File: config.mk
export PLATFORM = sky130hd
export DESIGN_NAME = switch_debounce_fsm_flat
export DESIGN_NICKNAME = d
export VERILOG_FILES = /design/src/rtl/switch_debounce_fsm_pkg.sv /design/src/rtl/switch_debounce_fsm_if.sv /design/src/rtl/switch_debounce_fsm_debounce_counter.sv /design/src/rtl/switch_debounce_fsm.sv /design/src/flat_wrapper.sv
export SDC_FILE = /design/constraint.sdc
export NUM_CORES = 1
export LEC_CHECK = 0
export ABC_AREA = 1
export BUFFER_PORTS_ARGS = -buffer_cell sky130_fd_sc_hd__buf_2
export CAP_MARGIN = 30
export CORE_MARGIN = 3
export CORE_UTILIZATION = 52
export CTS_CLUSTER_DIAMETER = 60
export DETAILED_ROUTE_END_ITERATION = 10
export PLACE_DENSITY_LB_ADDON = 0.2
export SYNTH_ARGS = -nofsm -noshare
export SYNTH_HDL_FRONTEND = slang
export SYNTH_SLANG_ARGS = --single-unit
File: constraint.sdc
create_clock -name i_clk -period 4.4 [get_ports i_clk]
set_input_delay 1.32 -clock i_clk [delete_from_list [all_inputs] [get_ports i_clk]]
set_output_delay 1.32 -clock i_clk [all_outputs]
set_load 0.02 [all_outputs]
File: src/rtl/switch_debounce_fsm_pkg.sv
// rtl/switch_debounce_fsm_pkg.sv - debounce FSM state type, default timing constants, sample helper
package switch_debounce_pkg;

   typedef enum logic [1:0] {
      STABLE_LO = 2'b00,
      WAIT_HI   = 2'b01,
      STABLE_HI = 2'b10,
      WAIT_LO   = 2'b11
   } state_t;

   localparam int DEBOUNCE_CYCLES_DEF = 4;
   localparam int LONG_CYCLES_DEF     = 10;

   // True when the sample points away from the level the state is holding or heading from.
   function automatic logic sample_moves(input state_t s, input logic d);
      return (s == STABLE_LO || s == WAIT_HI) ? d : ~d;
   endfunction

endpackage

File: src/rtl/switch_debounce_fsm_if.sv
// rtl/switch_debounce_fsm_if.sv - switch level in, debounced level and strobes out
interface switch_debounce_fsm_if;
   logic d_in;
   logic o_level;
   logic o_rise;
   logic o_fall;
   logic o_long;

   modport master (output d_in, input o_level, input o_rise, input o_fall, input o_long);
   modport slave  (input d_in, output o_level, output o_rise, output o_fall, output o_long);
endinterface

File: src/rtl/switch_debounce_fsm_debounce_counter.sv
// rtl/switch_debounce_fsm_debounce_counter.sv - clear/increment counter with terminal-count flag
module debounce_counter #(
   parameter int               WIDTH    = 20,
   parameter logic [WIDTH-1:0] TERMINAL = '0
) (
   input  logic             clk,
   input  logic             rst,
   input  logic             clr,
   input  logic             inc,
   output logic [WIDTH-1:0] cnt,
   output logic             tc
);

   always_ff @(posedge clk or posedge rst) begin
      if (rst) begin
         cnt <= '0;
      end else if (clr) begin
         cnt <= '0;
      end else if (inc) begin
         cnt <= cnt + 1'b1;
      end
   end

   assign tc = (cnt == TERMINAL);

endmodule

File: src/rtl/switch_debounce_fsm.sv
// rtl/switch_debounce_fsm.sv - switch debouncer with press/release strobes
// Optional long-press strobe when SWITCH_DEBOUNCE_LONG_PRESS_EN is defined.
module switch_debounce_fsm
   import switch_debounce_pkg::*;
#(
   parameter int   DEBOUNCE_CYCLES = DEBOUNCE_CYCLES_DEF,
   parameter int   CNT_WIDTH       = 20,
   parameter logic RST_LEVEL       = 1'b0,
   parameter int   LONG_CYCLES     = LONG_CYCLES_DEF,
   parameter int   LONG_WIDTH      = 24
) (
   input  logic                 i_clk,
   input  logic                 i_rst,
   switch_debounce_fsm_if.slave sw
);

   localparam logic [CNT_WIDTH-1:0] DB_TERM = CNT_WIDTH'(DEBOUNCE_CYCLES - 1);

   generate
      if (DEBOUNCE_CYCLES < 2 || (longint'(1) << CNT_WIDTH) <= longint'(DEBOUNCE_CYCLES) ||
          LONG_CYCLES < 2 || (longint'(1) << LONG_WIDTH) <= longint'(LONG_CYCLES)) begin : g_bad_params
         $error("switch_debounce_fsm: illegal parameter combination");
      end
   endgenerate

   state_t               state;
   logic                 level_q;
   logic                 rise_q;
   logic                 fall_q;
   logic                 long_q;
   logic                 moving;
   logic                 db_tc;
   logic [CNT_WIDTH-1:0] db_cnt;

   // Counter runs only while consecutive samples disagree with the held level.
   assign moving = sample_moves(state, sw.d_in);

   debounce_counter #(
      .WIDTH    (CNT_WIDTH),
      .TERMINAL (DB_TERM)
   ) u_db_cnt (
      .clk (i_clk),
      .rst (i_rst),
      .clr (~moving | db_tc),
      .inc (moving & ~db_tc),
      .cnt (db_cnt),
      .tc  (db_tc)
   );

   always_ff @(posedge i_clk or posedge i_rst) begin
      if (i_rst) begin
         state   <= RST_LEVEL ? STABLE_HI : STABLE_LO;
         level_q <= RST_LEVEL;
         rise_q  <= 1'b0;
         fall_q  <= 1'b0;
      end else begin
         rise_q <= 1'b0;
         fall_q <= 1'b0;
         case (state)
            STABLE_LO: if (sw.d_in) state <= WAIT_HI;
            WAIT_HI: begin
               if (!sw.d_in) begin
                  state <= STABLE_LO;
               end else if (db_tc) begin
                  state   <= STABLE_HI;
                  level_q <= 1'b1;
                  rise_q  <= 1'b1;
               end
            end
            STABLE_HI: if (!sw.d_in) state <= WAIT_LO;
            WAIT_LO: begin
               if (sw.d_in) begin
                  state <= STABLE_HI;
               end else if (db_tc) begin
                  state   <= STABLE_LO;
                  level_q <= 1'b0;
                  fall_q  <= 1'b1;
               end
            end
            default: state <= STABLE_LO;
         endcase
      end
   end

`ifdef SWITCH_DEBOUNCE_LONG_PRESS_EN
   localparam logic [LONG_WIDTH-1:0] LONG_TERM = LONG_WIDTH'(LONG_CYCLES - 1);
   localparam logic [LONG_WIDTH-1:0] LONG_PRE  = LONG_WIDTH'(LONG_CYCLES - 2);

   logic                  fall_commit;
   logic                  long_inc;
   logic                  long_tc;
   logic [LONG_WIDTH-1:0] long_cnt;

   // A release committing this edge wins over a long-press firing on the same edge.
   assign fall_commit = (state == WAIT_LO) & moving & db_tc;
   assign long_inc    = level_q & ~long_tc & ~fall_commit;

   debounce_counter #(
      .WIDTH    (LONG_WIDTH),
      .TERMINAL (LONG_TERM)
   ) u_long_cnt (
      .clk (i_clk),
      .rst (i_rst),
      .clr (~level_q | fall_commit),
      .inc (long_inc),
      .cnt (long_cnt),
      .tc  (long_tc)
   );

   always_ff @(posedge i_clk or posedge i_rst) begin
      if (i_rst) begin
         long_q <= 1'b0;
      end else begin
         long_q <= long_inc & (long_cnt == LONG_PRE);
      end
   end
`else
   assign long_q = 1'b0;
`endif

   assign sw.o_level = level_q;
   assign sw.o_rise  = rise_q;
   assign sw.o_fall  = fall_q;
   assign sw.o_long  = long_q;

endmodule

File: src/flat_wrapper.sv
// flat-port wrapper written by rule: the top's interface ports become plain ports
module switch_debounce_fsm_flat import switch_debounce_pkg::*;
#(
   parameter int   DEBOUNCE_CYCLES = DEBOUNCE_CYCLES_DEF,
   parameter int   CNT_WIDTH       = 20,
   parameter logic RST_LEVEL       = 1'b0,
   parameter int   LONG_CYCLES     = LONG_CYCLES_DEF,
   parameter int   LONG_WIDTH      = 24
)
  (i_clk, i_rst, sw_d_in, sw_o_level, sw_o_rise, sw_o_fall, sw_o_long);
  switch_debounce_fsm_if sw_i ();
  input  logic i_clk;
  input  logic i_rst;
  input wire logic [$bits(sw_i.d_in)-1:0] sw_d_in;
  output wire logic [$bits(sw_i.o_level)-1:0] sw_o_level;
  output wire logic [$bits(sw_i.o_rise)-1:0] sw_o_rise;
  output wire logic [$bits(sw_i.o_fall)-1:0] sw_o_fall;
  output wire logic [$bits(sw_i.o_long)-1:0] sw_o_long;
  assign sw_i.d_in = sw_d_in;
  assign sw_o_level = sw_i.o_level;
  assign sw_o_rise = sw_i.o_rise;
  assign sw_o_fall = sw_i.o_fall;
  assign sw_o_long = sw_i.o_long;
  switch_debounce_fsm #(.DEBOUNCE_CYCLES(DEBOUNCE_CYCLES), .CNT_WIDTH(CNT_WIDTH), .RST_LEVEL(RST_LEVEL), .LONG_CYCLES(LONG_CYCLES), .LONG_WIDTH(LONG_WIDTH)) u_core (.i_clk(i_clk), .i_rst(i_rst), .sw(sw_i));
endmodule
==> flow_summary.toml <==
[outcome]
outcome = "complete, no violations"

[synthesis]
synthesis.instances = 196
yosysUniqueCellTypes = 21
seq_area_frac_synth_pct = 43.2
ys_ff_latch = 25
netlist_top_cells_area = "sky130_fd_sc_hd__dfrtp_1 (43%), sky130_fd_sc_hd__nand2_1 (13%), sky130_fd_sc_hd__nor2_1 (13%)"
synth_top_area_share_pct = 43.2
syn-num-nets = 200
synth_top_flop_cell = "sky130_fd_sc_hd__dfrtp_1"
synth_area_per_cell_um2 = 7.39
synth_area_um2 = 1450
synth_area_leader_cell = "sky130_fd_sc_hd__dfrtp_1"
synth_enable_flop_cells = 0
synth.yosys.warnings = 0
synth-async-reset-ratio_pct = 100

[timing]
worst_slack_ns = 2.20
timing.final.crit_period_ns = 2.20
final_max_slew_viol_count = 0
setup_viol = 0
grt_setup_unrepaired = "false"
relSlewSlack_pct = 39.8
setup_total_negative_slack_ns = 0
timing.fmax_mhz = 454
skew_ns = 0.00577
finalHoldViolCount = 0
fin_crit_sh_pct = 50.1
fin_worst_hold_slack_ns = 0.482
timing_worst_slew_pin_value_ns = 0.903

[detailed_routing]
drt.antenna.violating_nets = 0
remaining_drc_errors = 0
routed_via_density = 5.07
number_of_optimization_iterations_in_the_first_detailed_route_pass = 4
drt_first_iter_violations = 48
route.final.wire_length_um = 2820
avgRoutedWirePerCell_um = 12.2
via_count = 1171

[clocking]
tritoncts.num_buffers = 3
number_of_levels_the_h_tree_was_split_into = 1
ctsResizeCount = 0
clk_transition_reported_paths_ns = 0.14
cts_hold_buf = 0
clockRootBuffer = "sky130_fd_sc_hd__clkbuf_4"
clockBufferDepth = 2
cts_sinks = 25
tritoncts_clock_tree = "built"
cts.repair_timing.setup_buffer_count = 0
clock_latency_ns = 0.33

[global_route]
grt_antenna_before_repair = 0
grt_start_max_net_pins = 26
gr-usage-all-layers_pct = 18.8
grt_pass1_vias = 1215
globalRouteOverflowTotal = 0
grt_pass1_wl_um = 5020

[pwr]
sw_frac_of_total_pct = 36.6
total_switching_power_uw = 185
cell_internal_pwr_uw = 320
worst_vdd_rail_ir_drop_mv = 0.338
power.total_uw = 505
comb_power_share_pct = 23.3
power.density_nw_per_um2 = 333
seqPwrFrac_pct = 55.7
p_leak_nw = 0.674
power.share.clock_pct = 21.0

[place]
placed_cells_incl_taps = 227
io_buffer_count = 5
dp_worst_setup_slack_ns = 1.85
placedInstanceArea_um2 = 1490
hpwl_detailed_um = 2100
gp_routability_congestion = 0.889

[setup_path]
critPathKind = "reg -> out"
critical_path.top_delay_family = "flip-flops"
critical_path_cell_by_cell = "buf_2"
worst_ep_arrival_time_ns = 0.88
critPathMaxStageDelay_ns = 0.40
critPathMaxFanout = 2
critPathBufInv = 1
worstSetupStartpointType = "flop"
critPathCaptureType = "primary output"
worst_ep_required_time_ns = 3.08
critical_path.slowest_cell = "sky130_fd_sc_hd__dfrtp_1"

[cells_and_area]
final_layout_size_suffix_gt1_share_pct = 12.4
final-seq-area_um2 = 626
antennaDiodeCount = 0
stdcell_area_um2 = 1520
fill_cells = 251
syn2layout_area_growth_pct = 4.84
commonest_non_fill_non_tap_cells_in_the_layout = "sky130_fd_sc_hd__nand2_1 (49), sky130_fd_sc_hd__nor2_1 (49), sky130_fd_sc_hd__dfrtp_1 (25)"
final_core_util_pct = 59.1
post_layout_net_count = 206
multiInputGateArea_um2 = 739
final-instance-count-excl-fill = 231

[floorplanning]
core_area_um2 = 2570
std_cell_rows = 18
io_pins = 7
start_util_pct = 56.4
floorplan.die_area_um2 = 3450
die-height_um = 58.8
die_w_um = 58.8

[run]
maxCapViolCount = 0

[worst_hold_path]
hold_class = "reg -> reg"
[layer usage]
metal / wire [um] / global-route usage (%) / share of wire (%) / vias to the layer above
met5: 0 / 0 / 0 / -
met2: 1300 / 31.1 / 46 / 30
met1: 1320 / 22.8 / 47 / 524
met3: 130 / 3.07 / 4.6 / 7
met4: 69 / 11.3 / 2.4 / 0
li1: - / - / - / 610
[flip-flops by register name, indices dropped and copies added (netlist names)]
name and cells:
u_core.u_db_cnt.cnt 20, u_core.sw.o_fall 1, u_core.state 2, u_core.sw.o_rise 1, u_core.sw.o_level 1
[power by group through the flow]
stage | Sequential [mW] | Clock, mW | Combinational, mW
2_1_floorplan | 0.285 | 0 | 0.0955
3_5_place_dp | 0.287 | 0 | 0.118
6_report | 0.281 | 0.106 | 0.118
4_1_cts | 0.282 | 0.110 | 0.118
3_3_place_gp | 0.285 | 0 | 0.114
5_1_grt | 0.286 | 0.118 | 0.137
[path summary, 6_finish.rpt]
check	startpoint	end	slack [ns]	cells after the start
max reg2reg	u_core.u_db_cnt.cnt[0]	u_core.u_db_cnt.cnt[11]	2.46	6
max in group asynchronous	i_rst	u_core.u_db_cnt.cnt[13]	2.68	2
max	u_core.sw.o_level	sw_o_level	2.20	1
min	u_core.sw.o_level	u_core.sw.o_level	0.48	2
min reg2reg	u_core.sw.o_level	u_core.sw.o_level	0.48	2
min in group asynchronous	i_rst	u_core.u_db_cnt.cnt[0]	1.16	2
[layout make-up]
cell class	count	share of cell area [%]
repair buffers	5	1.65
flip-flops and latches	25	41.2
multi-input cells	151	48.7
clock buffers	3	1.48
clock inverters	1	0.495
well taps	30	2.47
inverters	16	3.96
[cell usage after synthesis (2+ instances only)]
cell type	n
sky130_fd_sc_hd__nor2_1	49
sky130_fd_sc_hd__nand2_2	3
sky130_fd_sc_hd__nand3_1	12
sky130_fd_sc_hd__buf_2	3
sky130_fd_sc_hd__nand4_1	2
sky130_fd_sc_hd__nand2_1	49
sky130_fd_sc_hd__nor3_1	5
sky130_fd_sc_hd__nor2_2	8
sky130_fd_sc_hd__xnor2_1	6
sky130_fd_sc_hd__nand3_2	2
sky130_fd_sc_hd__dfrtp_1	25
sky130_fd_sc_hd__inv_1	15
sky130_fd_sc_hd__xor2_1	9
[cells by family after synthesis]
kind of cell               after synthesis  synth area share [%]
other                                    1                 0.259
and+or+nand+nor                        132                  40.1
buffers and inverters                   20                  5.70
DFF                                     25                  43.2
xor gates and xnor gates                15                  9.08
adders and majority gates                1                 0.864
AOI/OAI and AO/OA                        2                 0.778
No activity file was read; power rests on OpenSTA's default activity.
